File: config.mk
export PLATFORM = sky130hd
export DESIGN_NAME = instruction_fetch_unit
export DESIGN_NICKNAME = d
export VERILOG_FILES = /design/src/rtl/instruction_fetch_unit.sv
export SDC_FILE = /design/constraint.sdc
export NUM_CORES = 1
export LEC_CHECK = 0
export CORE_MARGIN = 4
export CORE_UTILIZATION = 51
export DETAILED_ROUTE_END_ITERATION = 6
export GPL_TIMING_DRIVEN = 1
export PLACE_DENSITY = 0.79
export SLEW_MARGIN = 10
export SYNTH_ARGS = -nofsm -noshare
export SYNTH_HDL_FRONTEND = slang
export SYNTH_SLANG_ARGS = --single-unit
File: constraint.sdc
create_clock -name CLK -period 4.98 [get_ports CLK]
set_clock_uncertainty 0.15 [all_clocks]
set_input_delay 0.996 -clock CLK [delete_from_list [all_inputs] [get_ports CLK]]
set_output_delay 0.996 -clock CLK [all_outputs]
set_load 0.005 [all_outputs]
File: src/rtl/instruction_fetch_unit.sv
// Fetch stage of the 16-bit accumulator processor: PC, single-outstanding
// instruction read, small prefetch FIFO presenting the head word as IR.
`timescale 1ns/1ps
module instruction_fetch_unit #(
    parameter int                ADDR_W   = 16,
    parameter int                INSTR_W  = 16,
    parameter int                DEPTH    = 2,
    parameter int                PC_STEP  = 2,
    parameter logic [ADDR_W-1:0] RESET_PC = '0
) (
    input  logic               CLK,
    input  logic               Reset,
    output logic               mem_req,
    output logic [ADDR_W-1:0]  mem_addr,
    input  logic               mem_rvalid,
    input  logic [INSTR_W-1:0] mem_rdata,
    input  logic               PCWrite,
    input  logic [ADDR_W-1:0]  PCIn,
    output logic [INSTR_W-1:0] IR,
    output logic [ADDR_W-1:0]  IR_PC,
    output logic               IR_valid,
    input  logic               IR_ready,
    output logic [1:0]         dbg_state
);
    localparam int PTR_W = (DEPTH > 1) ? $clog2(DEPTH) : 1;
    localparam int CNT_W = $clog2(DEPTH + 1);

    typedef enum logic [1:0] {
        S_IDLE  = 2'd0,
        S_WAIT  = 2'd1,
        S_DRAIN = 2'd2
    } state_e;

    state_e             state_q, state_d;
    logic [ADDR_W-1:0]  pc_q, pc_d;
    logic [ADDR_W-1:0]  req_addr_q, req_addr_d;
    logic [PTR_W-1:0]   rd_ptr_q, rd_ptr_d;
    logic [PTR_W-1:0]   wr_ptr_q, wr_ptr_d;
    logic [CNT_W-1:0]   count_q, count_d;
    logic [INSTR_W-1:0] fifo_data_q [DEPTH];
    logic [ADDR_W-1:0]  fifo_addr_q [DEPTH];

    logic has_space;
    logic push;
    logic pop;
    logic head_valid;

    // Space check deliberately ignores a same-cycle pop.
    assign has_space  = (count_q < CNT_W'(DEPTH));
    assign head_valid = !Reset && (count_q != '0);
    assign pop        = head_valid && IR_ready;

    always_comb begin
        state_d    = state_q;
        pc_d       = pc_q;
        req_addr_d = req_addr_q;
        mem_req    = 1'b0;
        push       = 1'b0;
        case (state_q)
            S_IDLE: begin
                if (PCWrite) begin
                    pc_d = PCIn;
                end else if (has_space && !Reset) begin
                    mem_req    = 1'b1;
                    req_addr_d = pc_q;
                    pc_d       = pc_q + ADDR_W'(PC_STEP);
                    state_d    = S_WAIT;
                end
            end
            S_WAIT: begin
                if (PCWrite) begin
                    // A response arriving with the redirect completes the read, so no drain is needed.
                    pc_d    = PCIn;
                    state_d = mem_rvalid ? S_IDLE : S_DRAIN;
                end else if (mem_rvalid) begin
                    push    = 1'b1;
                    state_d = S_IDLE;
                end
            end
            S_DRAIN: begin
                if (PCWrite) begin
                    pc_d = PCIn;
                end
                if (mem_rvalid) begin
                    state_d = S_IDLE;
                end
            end
            default: state_d = S_IDLE;
        endcase
    end

    always_comb begin
        rd_ptr_d = rd_ptr_q;
        wr_ptr_d = wr_ptr_q;
        count_d  = count_q;
        if (PCWrite) begin
            rd_ptr_d = '0;
            wr_ptr_d = '0;
            count_d  = '0;
        end else begin
            if (push) begin
                wr_ptr_d = wr_ptr_q + 1'b1;
            end
            if (pop) begin
                rd_ptr_d = rd_ptr_q + 1'b1;
            end
            case ({push, pop})
                2'b10:   count_d = count_q + 1'b1;
                2'b01:   count_d = count_q - 1'b1;
                default: count_d = count_q;
            endcase
        end
    end

    always_ff @(posedge CLK) begin
        if (Reset) begin
            state_q    <= S_IDLE;
            pc_q       <= RESET_PC;
            req_addr_q <= '0;
            rd_ptr_q   <= '0;
            wr_ptr_q   <= '0;
            count_q    <= '0;
        end else begin
            state_q    <= state_d;
            pc_q       <= pc_d;
            req_addr_q <= req_addr_d;
            rd_ptr_q   <= rd_ptr_d;
            wr_ptr_q   <= wr_ptr_d;
            count_q    <= count_d;
        end
    end

    // Storage needs no reset: the head is only visible when count is non-zero.
    always_ff @(posedge CLK) begin
        if (push && !Reset) begin
            fifo_data_q[wr_ptr_q] <= mem_rdata;
            fifo_addr_q[wr_ptr_q] <= req_addr_q;
        end
    end

    assign mem_addr  = pc_q;
    assign IR_valid  = head_valid;
    assign IR        = head_valid ? fifo_data_q[rd_ptr_q] : '0;
    assign IR_PC     = head_valid ? fifo_addr_q[rd_ptr_q] : '0;
    assign dbg_state = state_q;
endmodule

## Word-level counts from Yosys, hierarchy flattened

Memory sizes are Yosys's and may differ from the RTL's. A register that Yosys moved wholly into a read port is not among the register bits.
Cells that the tools add are included.

- Add/subtract/negate cells: 5
- Order comparisons: 1
- Equality and inequality tests: 8
- Mux-type cells: 25
- Bitwise logic cells: 1
- Reduce and logical (&&, ||, !) cells: 14

Operators by type and width:

| operator | count |
|---|---|
| 2-to-1 mux 16 bit | 5 |
| case mux 16 bit (2 select lines) | 1 |
| adder 16 x 2 -> 16 bit, second input constant | 1 |
| 2-to-1 mux 1 bit | 12 |
| 2-to-1 mux 2 bit | 5 |
| case mux 2 bit (3 select lines) | 1 |
| AND reduction 3 bit | 2 |
| nonzero test 2 bit | 3 |
| == test 2 x 1 -> 1 bit, second input constant | 2 |
| == test 2 bit, second input constant | 2 |
| logical AND 1 bit | 4 |
| != test 2 bit, second input constant | 2 |
| case mux 2 bit (2 select lines) | 1 |
| OR reduction 2 bit | 2 |
| != test 3 bit, second input constant | 1 |
| adder 1 bit, second input constant | 2 |
| adder 2 x 1 -> 2 bit, second input constant | 1 |
| logical NOT 2 bit | 1 |
| less-than comparator 2 bit, second input constant | 1 |
| != test 2 x 1 -> 1 bit, second input constant | 1 |
| AND reduction 2 bit | 1 |
| subtractor 2 x 1 -> 2 bit, second input constant | 1 |
| logical NOT 1 bit | 1 |
| inverter 1 bit | 1 |

- Register bits: 38
- Memory bits (writable): 64
- Bits of input ports: 37
- Output and inout port bits: 52
- Word-level logic and storage cells: 62
- Memories: 2

Memories:

| memory | depth | width | rd ports | clocked after Yosys merged registers in | write ports | RTL line | text |
|---|---|---|---|---|---|---|---|
| fifo_addr_q | 2 | 16 | 1 | 1 | 1 | 41 | `logic [ADDR_W-1:0] fifo_addr_q [DEPTH];` |
| fifo_data_q | 2 | 16 | 1 | 1 | 1 | 40 | `logic [INSTR_W-1:0] fifo_data_q [DEPTH];` |

## Depth between registers and ports, before layout

Gate-level depths: netlist (run 1).

- Depth in word-level cells: 6
- Mapped depth: 9
- Mapped depth without buffers: 8

## Worst setup path before layout (run 1)

OpenSTA, ideal clock, no wires.

- Path kind: input to register
- Start point: input PCWrite
- End point: memory fifo_addr_q[1][0] (enable)
- Setup time: 0.468 ns
- Arrival time: 3.807 ns
- Required time: 4.362 ns
- Path slack: 0.555 ns
- Cell stages on the path: 4
- Buffers on the path: 1
- Cell sequence: buf_2 nor2b_1 nand2_1 nor3b_1

- Cells in the longest elaborated chain, start to end: 5

RTL lines:

| element | RTL line | text |
|---|---|---|
| start: declaration | 17 | `input logic PCWrite,` |
| 2-to-1 mux 1 bit | 71 | `if (PCWrite) begin` |
| 2-to-1 mux 1 bit | 59 | `case (state_q)` |
| logical AND 1 bit | 135 | `if (push && !Reset) begin` |
| 2-to-1 mux 1 bit | 135 |  |
| 2-to-1 mux 1 bit (implied by the code) | 137 | `fifo_addr_q[wr_ptr_q] <= req_addr_q;` |
| end: declaration | 41 |  |

Every way passes these cells.

## Final worst setup path (run 1)

- Start point: input Reset
- End point: output IR_PC[14]

- Cells in the longest elaborated chain, start to end: 3

RTL lines:

| element | RTL line | text |
|---|---|---|
| start: declaration | 12 | `input logic Reset,` |
| logical NOT 1 bit | 50 | `assign head_valid = !Reset && (count_q != '0);` |
| logical AND 1 bit | 50 |  |
| 2-to-1 mux 16 bit | 144 | `assign IR_PC = head_valid ? fifo_addr_q[rd_ptr_q] : '0;` |
| end: declaration | 20 | `output logic [ADDR_W-1:0] IR_PC,` |

Every way passes these cells.

==> results of run 1 <==
[per-layer routing]
metal,GRT usage,vias up,wire length [um]
met5,0,-,0
met4,0.06442,0,106
met3,0.04132,11,752
met2,0.2862,131,4179
met1,0.2628,1499,4196
li1,-,1575,-
[worst max-delay path, stage by stage]
cell,delay [ns]
clkdlybuf4s50_1,0.41
inv_1,0.36
o21ai_2,0.10
buf_4,0.25
nor2_1,0.17
clkdlybuf4s50_1,0.52
[registers in the layout, summed over array words and instances, names as in the netlist, named ones only]
register,count
mem_addr,16
fifo_addr_q,32
wr_ptr_q,1
count_q,2
dbg_state,2
req_addr_q,16
fifo_data_q,32
rd_ptr_q,1
[cells in the mapped netlist (all sizes together) (3+ instances only)]
cell type  instances  area [um^2]
nor2b              5        31.28
and2               5        31.28
nand2             51        191.4
a21oi             26        130.1
o311ai             3        33.79
clkbuf             9        33.78
dfxtp             39        780.8
o21ai             13        65.06
edfxtp            64         1922
nor3               5        25.02
or2                3        21.27
a32o               3        30.03
nand4              9        56.30
buf               14        91.34
inv                6        22.52
nor2              48        180.2
nand3              4        20.02
mux2i             33        330.3
ha                 6        75.07
[worst max-delay path by stage]
stage / cells past startpoint / endpoint
CTS: 6 / IR_PC[3]
finish: 6 / IR_PC[14]
global placement: 6 / IR_PC[3]
global route: 6 / IR_PC[3]
floorplan: 4 / fifo_addr_q[1][0]
detailed placement: 6 / IR_PC[3]
[where the power goes]
group | internal, mW | leakage, nW | switching, mW | total [mW]
combinational | 0.0791 | 0.835 | 0.0675 | 0.147
sequential | 0.921 | 0.909 | 0.0284 | 0.949
clock | 0.248 | 0.101 | 0.276 | 0.524
total | 1.25 | 1.84 | 0.372 | 1.62
[layout make-up]
class | instances | area (um^2)
fill | 647 | 2755
sequential | 103 | 2704
multi-input combinational | 256 | 1593
timing repair buffer | 94 | 925.9
clock buffer | 10 | 137.6
tap | 105 | 131.4
clock inverter | 6 | 67.56
inverter | 7 | 26.28
[cell families after synthesis]
| logic type | after synthesis | share of synthesized area |
|---|---|---|
| simple gates | 145 | 0.1507 |
| buf+inv | 30 | 0.03415 |
| compound gates | 68 | 0.1061 |
| xor+xnor | 4 | 0.007904 |
| fa+ha+maj | 6 | 0.01693 |
| flops | 103 | 0.6097 |
| mux | 33 | 0.07451 |
[per-stage QoR]
| stage | cell area (um^2) | setup slack, ns |
|---|---|---|
| after floorplan | 4433 | 0.5549 |
| after global placement | 5380 | 1.043 |
| after detailed placement | 5380 | 1.023 |
| after CTS | 5585 | 1.019 |
| after global routing | 5585 | 0.9114 |
| final | 5585 | 1.012 |
==> out/results.ini, run 1 <==
[outcome]
status=complete, no violations

[place]
place_inst=565
hpwl_um=6345
portBuffers=88
routabilityCongestion=0.9229

[synth]
synth_area_um2=4433
synth-edff-count=64
synth-seq-cells=103
synth_fp_nets=432
ys.flop_type=edfxtp_1
yosysUniqueCellTypes=55
async_flop_share=0
synthCells=389
syn_avg_cell_area_um2=11.40
ys.warnings.count=0
synth_seq_area_share=0.6097

[routing]
wl_um=9234
drt_first_pass_iters=4
drcViolationCount=0
vias=3216
via_per_inst=5.535
wl_per_cell_um=15.89
ant_nets=0
drtIter0Drc=155

[clock_network]
cts_buffers=9
holdBufCountCts=0
insertion_delay_ns=0.35
cts-htree-levels=3
cts_sinks=103
ctsResizeCount=0
root_buffer=clkbuf_8
postCtsSetupBuffers=0
tritoncts=done
clk_pin_slew_ns=0.09
cts_buffer_depth=2

[global_route]
overflow=0
grt_max_degree=37
grt.total_usage=0.1864
grt_pass1_vias=3218
antenna_found_initial=0
grt_pass1_wl_um=15190

[setup_path]
startpoint_type=input pin
cp_data_required_time_ns=3.83
cp_max_fo=33
crit_path_end_kind=output port
timing.rr.start=dbg_state[1]
rrSetupSlack_ns=2.61
cp.arrival_ns=2.82
worstReg2RegEnd=mem_addr[15]
reg2regPathDepth=6
startpoint=Reset
crit_type=input pin to output port

[sta]
hold_slack_ns=0.3085
slew_viol_final=0
worstMarginPinSlew_ns=0.9870
rsz0062_at_grt=no
fin_setup_tns_ns=0
fin_crit_ns=3.968
slew-limit-headroom=0.3420
timing.final.crit_share=0.7968
setup_viol=0
hold_viol=0
max_freq_mhz=252.0

[layout]
syn_to_final_growth_pct=25.99
layout_common_cells=88 x clkdlybuf4s50_1, 64 x edfxtp_1, 51 x nand2_1
final_common_cell=clkdlybuf4s50_1
n_antenna_cell=0
layout-drive-gt1-share=0.06933
nets=514
finish.utilization=0.6697
final_cell_count_no_fill=581

[die]
ios=89
floorplan.die_area_um2=10250
core_um2=8341
start_util=0.5315
die_w_um=101.2
dieHeight_um=101.2
rows=33

[power_and_ir_drop]
finalPower_mw=1.620
ir_drop_v=0.0001667
p_leak_nw=1.845
p_per_area_nw_per_um2=290.1

[min_path]
min_path_type=flop to flop
holdPathEnd=fifo_addr_q[0][15]
hp-start=req_addr_q[15]
hold_depth=0

[job]
drv_cap=0

No activity file was read; power rests on OpenSTA's default activity.
==> inputs of run 2 (changes only) <==
CORE_UTILIZATION = 46   (was 51)
PLACE_DENSITY = 0.75   (was 0.79)
clock period = 3.2 ns   (was 4.98 ns; I/O delays follow)
==> run 2 against run 1 <==
Worst hold slack better by 0.0011 ns. Flip-flop and latch count unchanged. Utilization down 6.1 points. Global-route usage down 1.5 points. Setup slack worse by 0.85 ns. Die area up 10%.
==> out/results.ini, run 2 (synthesis gave the netlist of run 1 again) <==
[outcome]
status=complete, no violations  ; unchanged

[setup_path]
cp.arrival_ns=2.25  ; was 2.82 ns
reg2regPathDepth=7  ; was 6
startpoint_type=input pin  ; unchanged
max_stage_delay_ns=0.52  ; about the same
path_buf_inv=4  ; unchanged
cp_data_required_time_ns=2.41  ; was 3.83 ns
crit_chain=clkdlybuf4s50_1, inv_1, o21ai_2, buf_12, nor2_1, clkdlybuf4s50_1  ; was clkdlybuf4s50_1, inv_1, o21ai_2, buf_4, nor2_1, clkdlybuf4s50_1
slowest_stage=clkdlybuf4s50_1  ; unchanged
rrSetupSlack_ns=0.81  ; was 2.61 ns
crit_top_cell=clkdlybuf4s50_1  ; unchanged
crit_path_end_kind=output port  ; unchanged
worstReg2RegEnd=count_q[1]  ; was mem_addr[15]
cp_num_cells=6  ; unchanged
timing.rr.start=count_q[1]  ; was dbg_state[1]
crit_family=buffers and inverters  ; unchanged
cp_max_fo=27  ; was 33
crit_type=input pin to output port  ; unchanged
setup.worst_path.end=IR_PC[5]  ; was IR_PC[14]
startpoint=Reset  ; unchanged

[sta]
fin_crit_ns=3.035
fin_setup_tns_ns=0  ; unchanged
timing.final.crit_share=0.9485
hold_viol=0  ; unchanged
setup_viol=0  ; unchanged
max_freq_mhz=329.5
worstMarginPinSlew_ns=0.5108  ; was 0.9870 ns
setup_slack_ns=0.1650  ; was 1.012 ns
rsz0062_at_grt=no  ; unchanged
slew_viol_final=0  ; unchanged
slew-limit-headroom=0.6594  ; was 0.3420

[clock_network]
cts_buffer_depth=2  ; unchanged
insertion_delay_ns=0.34  ; was 0.35 ns
tritoncts=done  ; unchanged
cts-htree-levels=3  ; unchanged
cts_sinks=103  ; unchanged
holdBufCountCts=0  ; unchanged
root_buffer=clkbuf_8  ; unchanged
postCtsSetupBuffers=0  ; unchanged
cts_buffers=9  ; unchanged
ctsResizeCount=0  ; unchanged
clk_pin_slew_ns=0.09  ; about the same

[layout]
layout_common_cells=88 x clkdlybuf4s50_1, 64 x edfxtp_1, 51 x nand2_1  ; unchanged
finish.utilization=0.6089  ; was 0.6697
nets=520  ; was 514
syn_to_final_growth_pct=28.11  ; was 25.99%
fin_area_um2=5679  ; was 5585 um^2
layout-drive-gt1-share=0.07884  ; was 0.06933
final_common_cell=clkdlybuf4s50_1  ; unchanged
top_regs=fifo_addr_q (32), fifo_data_q (32)  ; unchanged
n_antenna_cell=0  ; unchanged

[power_and_ir_drop]
pwr-share-seq=0.601  ; was 0.586
power_frac_comb=0.095  ; was 0.090
ir_drop_v=0.0002169  ; was 0.0001667 V
p_per_area_nw_per_um2=432.6  ; was 290.1 nW/um^2
p_leak_nw=1.882  ; was 1.845 nW
swShare=0.2295  ; was 0.2298
finalPower_mw=2.457  ; was 1.620 mW
intPower_mw=1.893  ; was 1.248 mW
power_switching_uw=563.8  ; was 372.3 uW
p_clk_frac=0.304  ; was 0.324

[die]
die_w_um=106.2  ; was 101.2 um
rows=35  ; was 33
dieHeight_um=106.2  ; was 101.2 um
floorplan.die_area_um2=11270  ; was 10250 um^2
ios=89  ; unchanged
core_um2=9328  ; was 8341 um^2
start_util=0.4753  ; was 0.5315

[routing]
vias=3247  ; was 3216
drt_first_pass_iters=4  ; unchanged
ant_nets=0  ; unchanged
drcViolationCount=0  ; unchanged
via_per_inst=5.314  ; was 5.535
wl_per_cell_um=15.23  ; was 15.89 um
wl_um=9308  ; was 9234 um
drtIter0Drc=157  ; was 155

[place]
post-place-ws_ns=0.1523  ; was 1.023 ns
routabilityCongestion=0.8621  ; was 0.9229
placed_area_um2=5493  ; was 5380 um^2
hpwl_um=6544  ; was 6345 um
portBuffers=88  ; unchanged

[global_route]
grt.total_usage=0.1710  ; was 0.1864
overflow=0  ; unchanged
antenna_found_initial=0  ; unchanged
grt_pass1_vias=3258  ; was 3218
grt_max_degree=36  ; was 37
grt_pass1_wl_um=15700  ; was 15190 um

[min_path]
min_path_type=flop to flop  ; unchanged

[job]
drv_cap=0  ; unchanged

-- run 2: cell type report --
| type | instances | area, um^2 |
|---|---|---|
| fill | 789 | 3649 |
| sequential | 103 | 2704 |
| multi-input combinational | 256 | 1605 |
| timing repair buffer | 100 | 996.0 |
| tap | 129 | 161.4 |
| clock buffer | 12 | 156.4 |
| clock inverter | 4 | 30.03 |
| inverter | 7 | 26.28 |
-- run 2: worst min-delay path by stage --
stage                         endpoint            from  depth (start not counted)  slack [ns]
floorplan            fifo_addr_q[0][0]   req_addr_q[0]                          0        0.28
global placement     fifo_addr_q[0][2]   req_addr_q[2]                          0        0.28
detailed placement  fifo_addr_q[1][11]  req_addr_q[11]                          0        0.29
CTS                  fifo_addr_q[1][2]   req_addr_q[2]                          0        0.31
global route         fifo_addr_q[0][0]   req_addr_q[0]                          0        0.33
finish               fifo_addr_q[1][2]   req_addr_q[2]                          0        0.31
-- run 2: power by group through the flow --
stage	clock, mW	combinational, mW	sequential, mW
final	0.748	0.234	1.48
after global routing	0.827	0.260	1.48
after CTS	0.763	0.234	1.47
after detailed placement	0	0.233	1.50
after global placement	0	0.227	1.50
after floorplan	0	0.120	1.49
-- run 2: metal layers --
metal  GRT usage  vias to the layer above  share of wire
li1            -                     1589              -
met1      0.2482                     1507           0.47
met2      0.2511                      137           0.44
met3     0.03704                       14          0.073
met4     0.06383                        0          0.016
met5           0                        -              0
-- run 2: through the flow --
step / cells / hold slack (ns)
2_1_floorplan: 389 / 0.2754
3_3_place_gp: 595 / 0.2823
3_5_place_dp: 595 / 0.2937
4_1_cts: 611 / 0.3100
5_1_grt: 611 / 0.3283
6_report: 611 / 0.3095
==> inputs of run 3 (changes only) <==
CELL_PAD_IN_SITES_DETAIL_PLACEMENT = 0   (was not set)
CELL_PAD_IN_SITES_GLOBAL_PLACEMENT = 2   (was not set)
CORE_UTILIZATION = 30   (was 46)
PLACE_DENSITY = not set   (was 0.75)
PLACE_DENSITY_LB_ADDON = 0.1   (was not set)
SLEW_MARGIN = not set   (was 10)
TNS_END_PERCENT = 5   (was not set)
==> run 3 against run 2 <==
Clock power rose by 43%. Highest routed layer unchanged. Sequential power about the same. Sequential share of layout area decreased by 1.6 points. Non-clock buffer count is 2 higher. Utilization shrank 20 points. Wire length rose by 13%. Setup slack lost 0.022 ns. Die area increased by 49%.
==> out/results.ini, run 3 (synthesis gave the netlist of run 1 again) <==
[clock_network]
insertion_delay_ns=0.34  ; about the same
cts-htree-levels=3  ; unchanged
clk_pin_slew_ns=0.07  ; was 0.09 ns
holdBufCountCts=0  ; unchanged
root_buffer=clkbuf_16  ; was clkbuf_8
cts_buffers=9  ; unchanged
cts_buffer_depth=2  ; unchanged
cts_sinks=103  ; unchanged
tritoncts=done  ; unchanged
postCtsSetupBuffers=0  ; unchanged
ctsResizeCount=0  ; unchanged

[routing]
ant_nets=0  ; unchanged
met2_length_um=4608  ; was 4066 um
wl_met3_um=614  ; was 677 um
vias=3161  ; was 3247
wl_per_cell_um=15.73  ; was 15.23 um
drt_first_pass_iters=4  ; unchanged
drtIter0Drc=165  ; was 157
drcViolationCount=0  ; unchanged
wl_um=10510  ; was 9308 um
m1WireLength_um=5106  ; was 4410 um
via_per_inst=4.732  ; was 5.314
top_layer=met4  ; unchanged

[global_route]
grt_pass1_vias=3192  ; was 3258
overflow=0  ; unchanged
antenna_found_initial=0  ; unchanged
grt_pass1_wl_um=16990  ; was 15700 um
grt_max_degree=34  ; was 36
grt.total_usage=0.1302  ; was 0.1710

[layout]
top_regs=fifo_addr_q (32), fifo_data_q (32)  ; unchanged
syn_to_final_growth_pct=32.51  ; was 28.11%
final_cell_count_no_fill=668  ; was 611
nets=522  ; was 520
final_common_cell=clkdlybuf4s50_1  ; unchanged
layout-drive-gt1-share=0.08058  ; was 0.07884
multiInputGateArea_um2=1599  ; was 1605 um^2
n_fill_cell=1421  ; was 789
n_antenna_cell=0  ; unchanged
layout_common_cells=88 x clkdlybuf4s50_1, 64 x edfxtp_1, 51 x nand2_1  ; unchanged
regArea_um2=2704  ; unchanged

[sta]
setup_viol=0  ; unchanged
worstMarginPinSlew_ns=0.4986  ; was 0.5108 ns
max_freq_mhz=327.1  ; was 329.5 MHz
fin_crit_ns=3.057  ; was 3.035 ns
slew-limit-headroom=0.6631  ; was 0.6594
rsz0062_at_grt=no  ; unchanged
hold_viol=0  ; unchanged
timing.final.crit_share=0.9553  ; was 0.9485
slew_viol_final=0  ; unchanged

[outcome]
status=complete, no violations  ; unchanged

[place]
routabilityCongestion=0.7259  ; was 0.8621
place_inst=652  ; was 595
hpwl_um=7240  ; was 6544 um
portBuffers=88  ; unchanged

[power_and_ir_drop]
p_leak_nw=1.943  ; was 1.882 nW
finalPower_mw=2.792  ; was 2.457 mW
ir_drop_v=0.0002250  ; was 0.0002169 V
p_per_area_nw_per_um2=475.4  ; was 432.6 nW/um^2

[die]
die_w_um=129.6  ; was 106.2 um
floorplan.die_area_um2=16790  ; was 11270 um^2
ios=89  ; unchanged
dieHeight_um=129.6  ; was 106.2 um
rows=44  ; was 35
start_util=0.3062  ; was 0.4753
core_um2=14480  ; was 9328 um^2

[min_path]
min_path_type=flop to flop  ; unchanged

[setup_path]
cp_data_required_time_ns=2.41  ; about the same
crit_path_end_kind=output port  ; unchanged
startpoint_type=input pin  ; unchanged
rrSetupSlack_ns=0.92  ; was 0.81 ns
cp.arrival_ns=2.27  ; was 2.25 ns
cp_max_fo=33  ; was 27
crit_type=input pin to output port  ; unchanged

[job]
drv_cap=0  ; unchanged

==> run 3: report_power, final <==
group / internal [mW] / total [mW] / leakage [nW] / switching [mW]
sequential: 1.43 / 1.48 / 0.909 / 0.0451
combinational: 0.131 / 0.240 / 0.896 / 0.109
clock: 0.607 / 1.07 / 0.137 / 0.466
==> run 3: layout make-up <==
type,instances,share of cell area
inverter,7,0.004473
tap,184,0.03919
timing repair buffer,102,0.1742
clock buffer,11,0.03962
sequential,103,0.4603
clock inverter,5,0.01001
multi-input combinational,256,0.2722
==> run 3: final timing paths <==
kind,start,endpoint,cells past startpoint
setup / recovery,Reset,IR_PC[2],6
hold / removal,req_addr_q[2],fifo_addr_q[1][2],0
setup reg to reg,dbg_state[0],mem_addr[15],6
hold reg to reg,req_addr_q[2],fifo_addr_q[1][2],0
==> run 3: metrics by stage <==
stage                     setup TNS, ns  worst slack, ns  instance area [um^2]  hold WS, ns    util
after floorplan                  -21.92          -0.6850                  4438       0.2754       -
after global placement                0           0.1857                  5583       0.2852  0.3856
after detailed placement              0           0.1584                  5583       0.2874  0.3856
after CTS                             0           0.1568                  5874       0.3046  0.4057
after global routing                  0          0.03699                  5874       0.3218  0.4057
final                                 0           0.1430                  5874       0.3011  0.4057
==> run 3: per-layer routing <==
metal	vias up	track usage
met5	-	0
met4	0	0.04645
met3	14	0.03133
met2	86	0.1978
met1	1471	0.1817
li1	1590	-
==> run 3: worst max-delay path: stages <==
cell and delay [ns]:
clkdlybuf4s50_1 0.54, inv_1 0.16, o21ai_2 0.09, buf_12 0.17
nor2_1 0.15, clkdlybuf4s50_1 0.52
